$ cat src/rtl/demux_dispatch_sched_pkg.sv
// ============================================================================
// Module      : demux_dispatch_pkg
// Description : Shared types and helpers for the demux dispatch scheduler.
//               Holds the scheduler state encoding, the statistics counter
//               width and a one-hot decode helper.
// Revision    : 1.0 - initial release
// ============================================================================
`default_nettype none

package demux_dispatch_pkg;

  typedef enum logic [1:0] {
    IDLE  = 2'd0,
    GRANT = 2'd1,
    XFER  = 2'd2,
    DRAIN = 2'd3
  } sched_state_t;

  localparam int STAT_W     = 32;
  // Widest lane vector the one-hot helper can decode; callers size-cast
  // the result down to their own lane count.
  localparam int ONEHOT_MAX = 32;

  function automatic logic [ONEHOT_MAX-1:0] onehot(input logic [31:0] idx);
    return {{(ONEHOT_MAX-1){1'b0}}, 1'b1} << idx;
  endfunction

endpackage

`default_nettype wire

$ cat src/rtl/demux_dispatch_sched_rr_arbiter.sv
// ============================================================================
// Module      : rr_arbiter
// Description : Combinational round-robin search. Returns the first
//               requesting lane at or after ptr, wrapping past NUMBER-1.
//               The pointer itself is owned by the parent.
// Ports       : req   - per-lane request vector
//               ptr   - lane with highest priority this round
//               grant - index of the selected lane (0 when any=0)
//               any   - at least one request is pending
// Revision    : 1.0 - initial release
// ============================================================================
`default_nettype none

module rr_arbiter #(
  parameter int NUMBER   = 4,
  parameter int SELECT_W = $clog2(NUMBER)
) (
  input  logic [NUMBER-1:0]   req,
  input  logic [SELECT_W-1:0] ptr,
  output logic [SELECT_W-1:0] grant,
  output logic                any
);

  int                  w_idx;
  logic [SELECT_W-1:0] w_cand;

  // Walk the offsets from farthest to nearest so the last hit written is
  // the lane closest to ptr; this avoids a loop break.
  always_comb begin
    grant  = '0;
    w_idx  = 0;
    w_cand = '0;
    for (int i = NUMBER - 1; i >= 0; i--) begin
      w_idx  = (int'(ptr) + i) % NUMBER;
      w_cand = SELECT_W'(w_idx);
      if (req[w_cand]) begin
        grant = w_cand;
      end
    end
  end

  assign any = |req;

endmodule

`default_nettype wire

$ cat src/rtl/demux_dispatch_sched.sv
// ============================================================================
// Module      : demux_dispatch_sched
// Description : Round-robin burst scheduler sharing one word stream among
//               NUMBER consumer lanes. A granted lane receives exactly its
//               requested number of words through a single output register
//               (1-cycle latency, full throughput), then arbitration resumes.
// Ports       : clk, rst_n          - clock, asynchronous active-low reset
//               in_data/valid/ready - source stream
//               req_valid/len/ack   - per-lane burst requests
//               sel                 - demux select (granted lane)
//               out_data/valid/ready/last - registered per-lane output
//               busy                - high while a grant is in progress
// Options     : DISPATCH_STATS_EN adds stat_clr input and stat_words output
//               (per-lane delivered word counters, synchronous clear).
// Revision    : 1.0 - initial release
// ============================================================================
`default_nettype none

module demux_dispatch_sched
  import demux_dispatch_pkg::*;
#(
  parameter int WIDTH  = 64,
  parameter int NUMBER = 4,
  parameter int LEN_W  = 8,
  localparam int SELECT_W = $clog2(NUMBER)
) (
  input  logic                clk,
  input  logic                rst_n,
  input  logic [WIDTH-1:0]    in_data,
  input  logic                in_valid,
  output logic                in_ready,
  input  logic [NUMBER-1:0]   req_valid,
  input  logic [LEN_W-1:0]    req_len [NUMBER-1:0],
  output logic [NUMBER-1:0]   req_ack,
  output logic [SELECT_W-1:0] sel,
  output logic [WIDTH-1:0]    out_data,
  output logic [NUMBER-1:0]   out_valid,
  input  logic [NUMBER-1:0]   out_ready,
  output logic                out_last,
  output logic                busy
`ifdef DISPATCH_STATS_EN
  ,
  input  logic                stat_clr,
  output logic [STAT_W-1:0]   stat_words [NUMBER]
`endif
);

  sched_state_t        r_state;
  sched_state_t        w_next;
  logic [SELECT_W-1:0] r_rr_ptr;
  logic [LEN_W-1:0]    r_remain;
  logic [SELECT_W-1:0] w_win;
  logic                w_any;
  logic [NUMBER-1:0]   w_sel_oh;
  logic                w_out_full;
  logic                w_sel_ready;
  logic                w_can_load;
  logic                w_accept;
  logic [SELECT_W-1:0] w_ptr_next;

  rr_arbiter #(
    .NUMBER   (NUMBER),
    .SELECT_W (SELECT_W)
  ) u_arb (
    .req   (req_valid),
    .ptr   (r_rr_ptr),
    .grant (w_win),
    .any   (w_any)
  );

  assign w_sel_oh    = NUMBER'(onehot(32'(sel)));
  assign w_out_full  = |(out_valid & w_sel_oh);
  assign w_sel_ready = |(out_ready & w_sel_oh);
  // The output register can take a word if it is empty or is being drained
  // by the granted lane in this same cycle.
  assign w_can_load  = !w_out_full || w_sel_ready;
  assign in_ready    = (r_state == XFER) && w_can_load;
  assign w_accept    = in_valid && in_ready;
  assign req_ack     = (r_state == GRANT) ? w_sel_oh : '0;
  assign busy        = (r_state != IDLE);
  assign w_ptr_next  = (sel == SELECT_W'(NUMBER - 1)) ? '0 : sel + 1'b1;

  always_comb begin
    w_next = r_state;
    case (r_state)
      IDLE:    if (w_any) w_next = GRANT;
      GRANT:   w_next = (req_len[sel] == '0) ? IDLE : XFER;
      XFER:    if (w_accept && (r_remain == LEN_W'(1))) w_next = DRAIN;
      DRAIN:   if (w_can_load) w_next = IDLE;
      default: w_next = IDLE;
    endcase
  end

  // sel is latched on the IDLE->GRANT edge so req_ack and sel already agree
  // during the GRANT cycle; the output register is empty whenever that
  // happens, so no in-flight word sees the select move.
  always_ff @(posedge clk or negedge rst_n) begin
    if (!rst_n) begin
      r_state   <= IDLE;
      r_rr_ptr  <= '0;
      r_remain  <= '0;
      sel       <= '0;
      out_data  <= '0;
      out_valid <= '0;
      out_last  <= 1'b0;
    end else begin
      r_state <= w_next;
      case (r_state)
        IDLE: begin
          if (w_any) sel <= w_win;
        end
        GRANT: begin
          r_remain <= req_len[sel];
          if (req_len[sel] == '0) r_rr_ptr <= w_ptr_next;
        end
        XFER: begin
          if (w_accept) begin
            out_data  <= in_data;
            out_valid <= w_sel_oh;
            out_last  <= (r_remain == LEN_W'(1));
            r_remain  <= r_remain - 1'b1;
          end else if (w_sel_ready) begin
            out_valid <= '0;
            out_last  <= 1'b0;
          end
        end
        DRAIN: begin
          if (w_can_load) begin
            out_valid <= '0;
            out_last  <= 1'b0;
            r_rr_ptr  <= w_ptr_next;
          end
        end
        default: ;
      endcase
    end
  end

`ifdef DISPATCH_STATS_EN
  // Clear takes priority over a same-cycle delivery.
  always_ff @(posedge clk or negedge rst_n) begin
    if (!rst_n) begin
      for (int i = 0; i < NUMBER; i++) stat_words[i] <= '0;
    end else begin
      for (int i = 0; i < NUMBER; i++) begin
        if (stat_clr) begin
          stat_words[i] <= '0;
        end else if (out_valid[i] && out_ready[i]) begin
          stat_words[i] <= stat_words[i] + 1'b1;
        end
      end
    end
  end
`endif

endmodule

`default_nettype wire

$ cat config.mk
export PLATFORM = sky130hd
export DESIGN_NAME = demux_dispatch_sched
export DESIGN_NICKNAME = d
export VERILOG_FILES = /design/src/rtl/demux_dispatch_sched_pkg.sv /design/src/rtl/demux_dispatch_sched_rr_arbiter.sv /design/src/rtl/demux_dispatch_sched.sv
export SDC_FILE = /design/constraint.sdc
export NUM_CORES = 1
export LEC_CHECK = 0
export ABC_CLOCK_PERIOD_IN_PS = 3300
export CORE_MARGIN = 2
export CORE_UTILIZATION = 40
export DETAILED_ROUTE_END_ITERATION = 7
export PLACE_DENSITY = 0.86
export SETUP_SLACK_MARGIN = 0.15
export SLEW_MARGIN = 20
export SYNTH_ARGS = -nofsm -noshare
export SYNTH_HDL_FRONTEND = slang
export SYNTH_SLANG_ARGS = --single-unit
$ cat constraint.sdc
create_clock -name clk -period 3.3 [get_ports clk]
set_clock_uncertainty 0.05 [all_clocks]
set_input_delay 0.495 -clock clk [delete_from_list [all_inputs] [get_ports clk]]
set_output_delay 0.495 -clock clk [all_outputs]
set_load 0.02 [all_outputs]
==> impl_metrics.xml <==
<?xml version="1.0" encoding="UTF-8"?>
<metrics>
  <group name="place">
    <metric name="place_congestion" unit="">0.880</metric>
    <metric name="dp_slack" unit="ps">433</metric>
    <metric name="total_of_buffers_placed_on_input_and_output_ports" unit="">183</metric>
    <metric name="dp_hpwl" unit="um">8030</metric>
    <metric name="post_dp_cell_area" unit="um2">5740</metric>
    <metric name="place.detailed.instances" unit="">695</metric>
  </group>
  <group name="critical_path">
    <metric name="critical_path_peak_fanout" unit="">4</metric>
    <metric name="regToRegEndpoint" unit="">out_data[49]</metric>
    <metric name="cp_slowest_cell" unit="">clkdlybuf4s50_1</metric>
    <metric name="cpLargestDelayFamily" unit="">buffers and inverters</metric>
    <metric name="cp.required" unit="ps">2750</metric>
    <metric name="cp-end-kind" unit="">output port</metric>
    <metric name="critPathBufInv" unit="">2</metric>
    <metric name="rr_worst_depth" unit="">9</metric>
    <metric name="crit_cells" unit="">6</metric>
    <metric name="reg2reg_slack" unit="ps">650</metric>
    <metric name="critPathArrivalTime" unit="ps">2360</metric>
    <metric name="crit_chain" unit="">inv_1, ha_1, a22o_1, o211ai_1, and2_1, clkdlybuf4s50_1</metric>
    <metric name="crit_path_start_kind" unit="">register</metric>
    <metric name="critical_path_class" unit="">register to output port</metric>
    <metric name="regToRegStartpoint" unit="">sel[0]</metric>
    <metric name="critPathMaxStageDelay" unit="ps">650</metric>
  </group>
  <group name="synthesis">
    <metric name="synth.distinct_cells" unit="">40</metric>
    <metric name="async_set_or_reset_flop_fraction_in_the_synthesized_netlist" unit="">1.00</metric>
    <metric name="post_synth_main_area_contributors" unit="">dfrtp_1 55%, nand2_1 20%, mux4_2 4.8%, ha_1 2.0%, clkbuf_1 1.4%</metric>
    <metric name="synth-seq-cells" unit="">83</metric>
    <metric name="synth_edf_count" unit="">0</metric>
    <metric name="synth_top_cell_area_share" unit="">0.549</metric>
    <metric name="part_of_the_yosys_area_used_for_sequential_elements" unit="">0.549</metric>
    <metric name="syn-num-nets" unit="">529</metric>
    <metric name="synth.yosys.warnings" unit="">0</metric>
    <metric name="netlist_area" unit="um2">3780</metric>
    <metric name="average_instance_area_after_synthesis" unit="um2">9.10</metric>
    <metric name="netlist_instances" unit="">416</metric>
    <metric name="most_area_hungry_cell_type_in_the_yosys_netlist" unit="">dfrtp_1</metric>
    <metric name="dominantRegCellSynth" unit="">dfrtp_1</metric>
  </group>
  <group name="drt">
    <metric name="drc" unit="">0</metric>
    <metric name="first_iter_violations" unit="">201</metric>
    <metric name="wl_per_cell" unit="um">15.1</metric>
    <metric name="detailedRoute.firstPassIterationCount" unit="">4</metric>
    <metric name="route.final.wire_length" unit="um">10800</metric>
    <metric name="route.vias.total" unit="">3619</metric>
    <metric name="detail-route-antenna-nets" unit="">0</metric>
    <metric name="via_per_inst" unit="">5.08</metric>
  </group>
  <group name="power_and_ir_drop">
    <metric name="cell_internal_pwr" unit="mW">3.30</metric>
    <metric name="power.clock.fraction" unit="">0.133</metric>
    <metric name="power-per-cell-area" unit="nW/um2">952</metric>
    <metric name="leakagePower" unit="nW">2.77</metric>
    <metric name="combinational_share_of_power" unit="">0.541</metric>
    <metric name="netSwitchingPower" unit="mW">2.38</metric>
    <metric name="power_frac_seq" unit="">0.327</metric>
    <metric name="power.switching_fraction" unit="">0.419</metric>
    <metric name="vdd.ir_drop.worst" unit="mV">0.432</metric>
  </group>
  <group name="global_routing">
    <metric name="vias_in_the_first_global_route" unit="">3524</metric>
    <metric name="initial_antenna_violation_count" unit="">0</metric>
    <metric name="globalRouteOverflowTotal" unit="">0</metric>
    <metric name="grtUsageTotal" unit="">0.206</metric>
    <metric name="grt_max_degree" unit="">84</metric>
    <metric name="grt_pass1_wl" unit="um">16800</metric>
  </group>
  <group name="finish">
    <metric name="drive_above_1_share" unit="">0.0681</metric>
    <metric name="final_net_count" unit="">710</metric>
    <metric name="final_common_cell" unit="">nand2_1</metric>
    <metric name="antenna_cells" unit="">0</metric>
    <metric name="final_cell_area" unit="um2">5960</metric>
    <metric name="post_route_non_filler_standard_cell_count" unit="">713</metric>
    <metric name="syn_to_final_growth" unit="%">57.6</metric>
    <metric name="fillers" unit="">742</metric>
    <metric name="layout.cells.most_common_list" unit="">202 x nand2_1, 182 x clkdlybuf4s50_1, 82 x dfrtp_1</metric>
    <metric name="finalCoreUtilization" unit="">0.649</metric>
  </group>
  <group name="die">
    <metric name="die_width" unit="um">101</metric>
    <metric name="starting_density" unit="">0.412</metric>
    <metric name="floorplan.io_pins" unit="">184</metric>
    <metric name="dieHeight" unit="um">101</metric>
    <metric name="floorplan.die_area" unit="um2">10300</metric>
    <metric name="rows" unit="">35</metric>
    <metric name="fp.coreArea" unit="um2">9200</metric>
  </group>
  <group name="flow_run">
    <metric name="maxCapViolations" unit="">0</metric>
  </group>
  <group name="sta">
    <metric name="rsz0062_at_grt" unit="">false</metric>
    <metric name="clock.fmax" unit="MHz">344</metric>
    <metric name="timing.final.max_slew_violations" unit="">0</metric>
    <metric name="count_of_final_hold_check_violations" unit="">0</metric>
    <metric name="report.final.setup_viol" unit="">0</metric>
    <metric name="setup_ws_final" unit="ps">393</metric>
    <metric name="finalWorstPathRequiredPeriod" unit="ps">2910</metric>
    <metric name="worst-slew-pin-transition" unit="ps">799</metric>
    <metric name="timing.final.crit_share" unit="">0.881</metric>
    <metric name="slew_headroom" unit="">0.465</metric>
    <metric name="setup_total_negative_slack" unit="ps">0</metric>
  </group>
  <group name="clocking">
    <metric name="cts_tree" unit="">yes</metric>
    <metric name="cts.sinks" unit="">83</metric>
    <metric name="clkLatencyLatePin" unit="ps">340</metric>
    <metric name="cts.path.max_buffers" unit="">2</metric>
    <metric name="clk_root_buffer_cell" unit="">clkbuf_8</metric>
    <metric name="cts_made_buffers" unit="">9</metric>
    <metric name="worst_setup_hold_path_clk_slew" unit="ps">90</metric>
    <metric name="cts_max_level" unit="">3</metric>
  </group>
  <group name="min_path">
    <metric name="path_category_of_the_worst_min_delay_check" unit="">input pin to async pin</metric>
  </group>
  <group name="run_status">
    <metric name="run_status" unit="">finished clean</metric>
  </group>
</metrics>
[synth_stat cells (2+ instances only)]
cell type    n
a21oi_1     10
a22o_1       6
a22oi_1      4
a31oi_1      4
and3_1       6
buf_2        6
clkbuf_1    14
dfrtp_1     83
ha_1         6
inv_1        7
mux2_4       2
mux4_2       8
nand2_1    202
nand3_1      6
nand4_1      2
nor2_1      11
nor3_1       4
nor4_2       2
o211ai_1     6
o21ai_0      2
o21ai_1      5
o22ai_1      2
[logic make-up (layout without fill, tap and decap cells)]
family                     after synthesis  after routing  synth area share
DFF                                     83             83             0.549
AOI/OAI and AO/OA                       46             46            0.0817
muxes                                   11             11            0.0582
and+or+nand+nor                        241            241             0.259
adders and majority gates                6              6            0.0198
buffers and inverters                   29            215            0.0327
[power by group through the flow]
| stage | sequential, mW | clock (mW) | combinational, mW |
|---|---|---|---|
| after floorplan | 2.30 | 0 | 1.23 |
| after global placement | 1.85 | 0 | 2.96 |
| after detailed placement | 1.87 | 0 | 3.05 |
| after CTS | 1.86 | 0.781 | 3.06 |
| after global routing | 1.91 | 0.824 | 3.33 |
| final | 1.86 | 0.754 | 3.07 |
[stage by stage]
stage	hold WS [ps]	total power [mW]
final	135	5.68
after CTS	310	5.71
after global placement	407	4.81
after floorplan	149	3.53
after detailed placement	413	4.93
after global routing	198	6.07
[flip-flops by register name, indices dropped and copies added, names as in the netlist, named ones only]
| name | flops |
|---|---|
| out_data | 64 |
| r_remain | 8 |
| out_valid | 4 |
| r_rr_ptr | 2 |
| sel | 2 |
| out_last | 1 |
| r_state | 1 |
[area by class of cell]
| type | count | area, um2 | share of cell area |
|---|---|---|---|
| Inverter | 8 | 30.0 | 0.00503 |
| Clock buffer | 10 | 138 | 0.0231 |
| Clock inverter | 6 | 71.3 | 0.0120 |
| Tap cell | 111 | 139 | 0.0233 |
| Sequential cell | 83 | 2080 | 0.348 |
| Multi-Input combinational cell | 304 | 1590 | 0.267 |
| Timing Repair Buffer | 191 | 1920 | 0.322 |
[layer usage]
layer,track usage,part of all wire
met1,0.260,0.43
met2,0.353,0.48
met3,0.0421,0.067
met4,0.0696,0.021
met5,0,0
[what timing repair did]
item / 4_1_cts / 5_1_grt
hold buffers: 0 / 0
gates cloned: 0 / 0
buffers inserted: 0 / 2
resized for setup: 1 / 0
endpoints found under the setup margin: 1 / 1
endpoints found under the hold margin: 0 / 0
[worst max path at each step]
stage,slack (ps),end,start
finish,390,in_ready,sel[0]
global route,240,in_ready,sel[0]
CTS,280,in_ready,sel[1]
detailed placement,430,out_data[14],sel[1]
global placement,580,out_data[56],sel[1]
floorplan,590,out_data[20],sel[1]
Power figures use the tool's default switching activity.
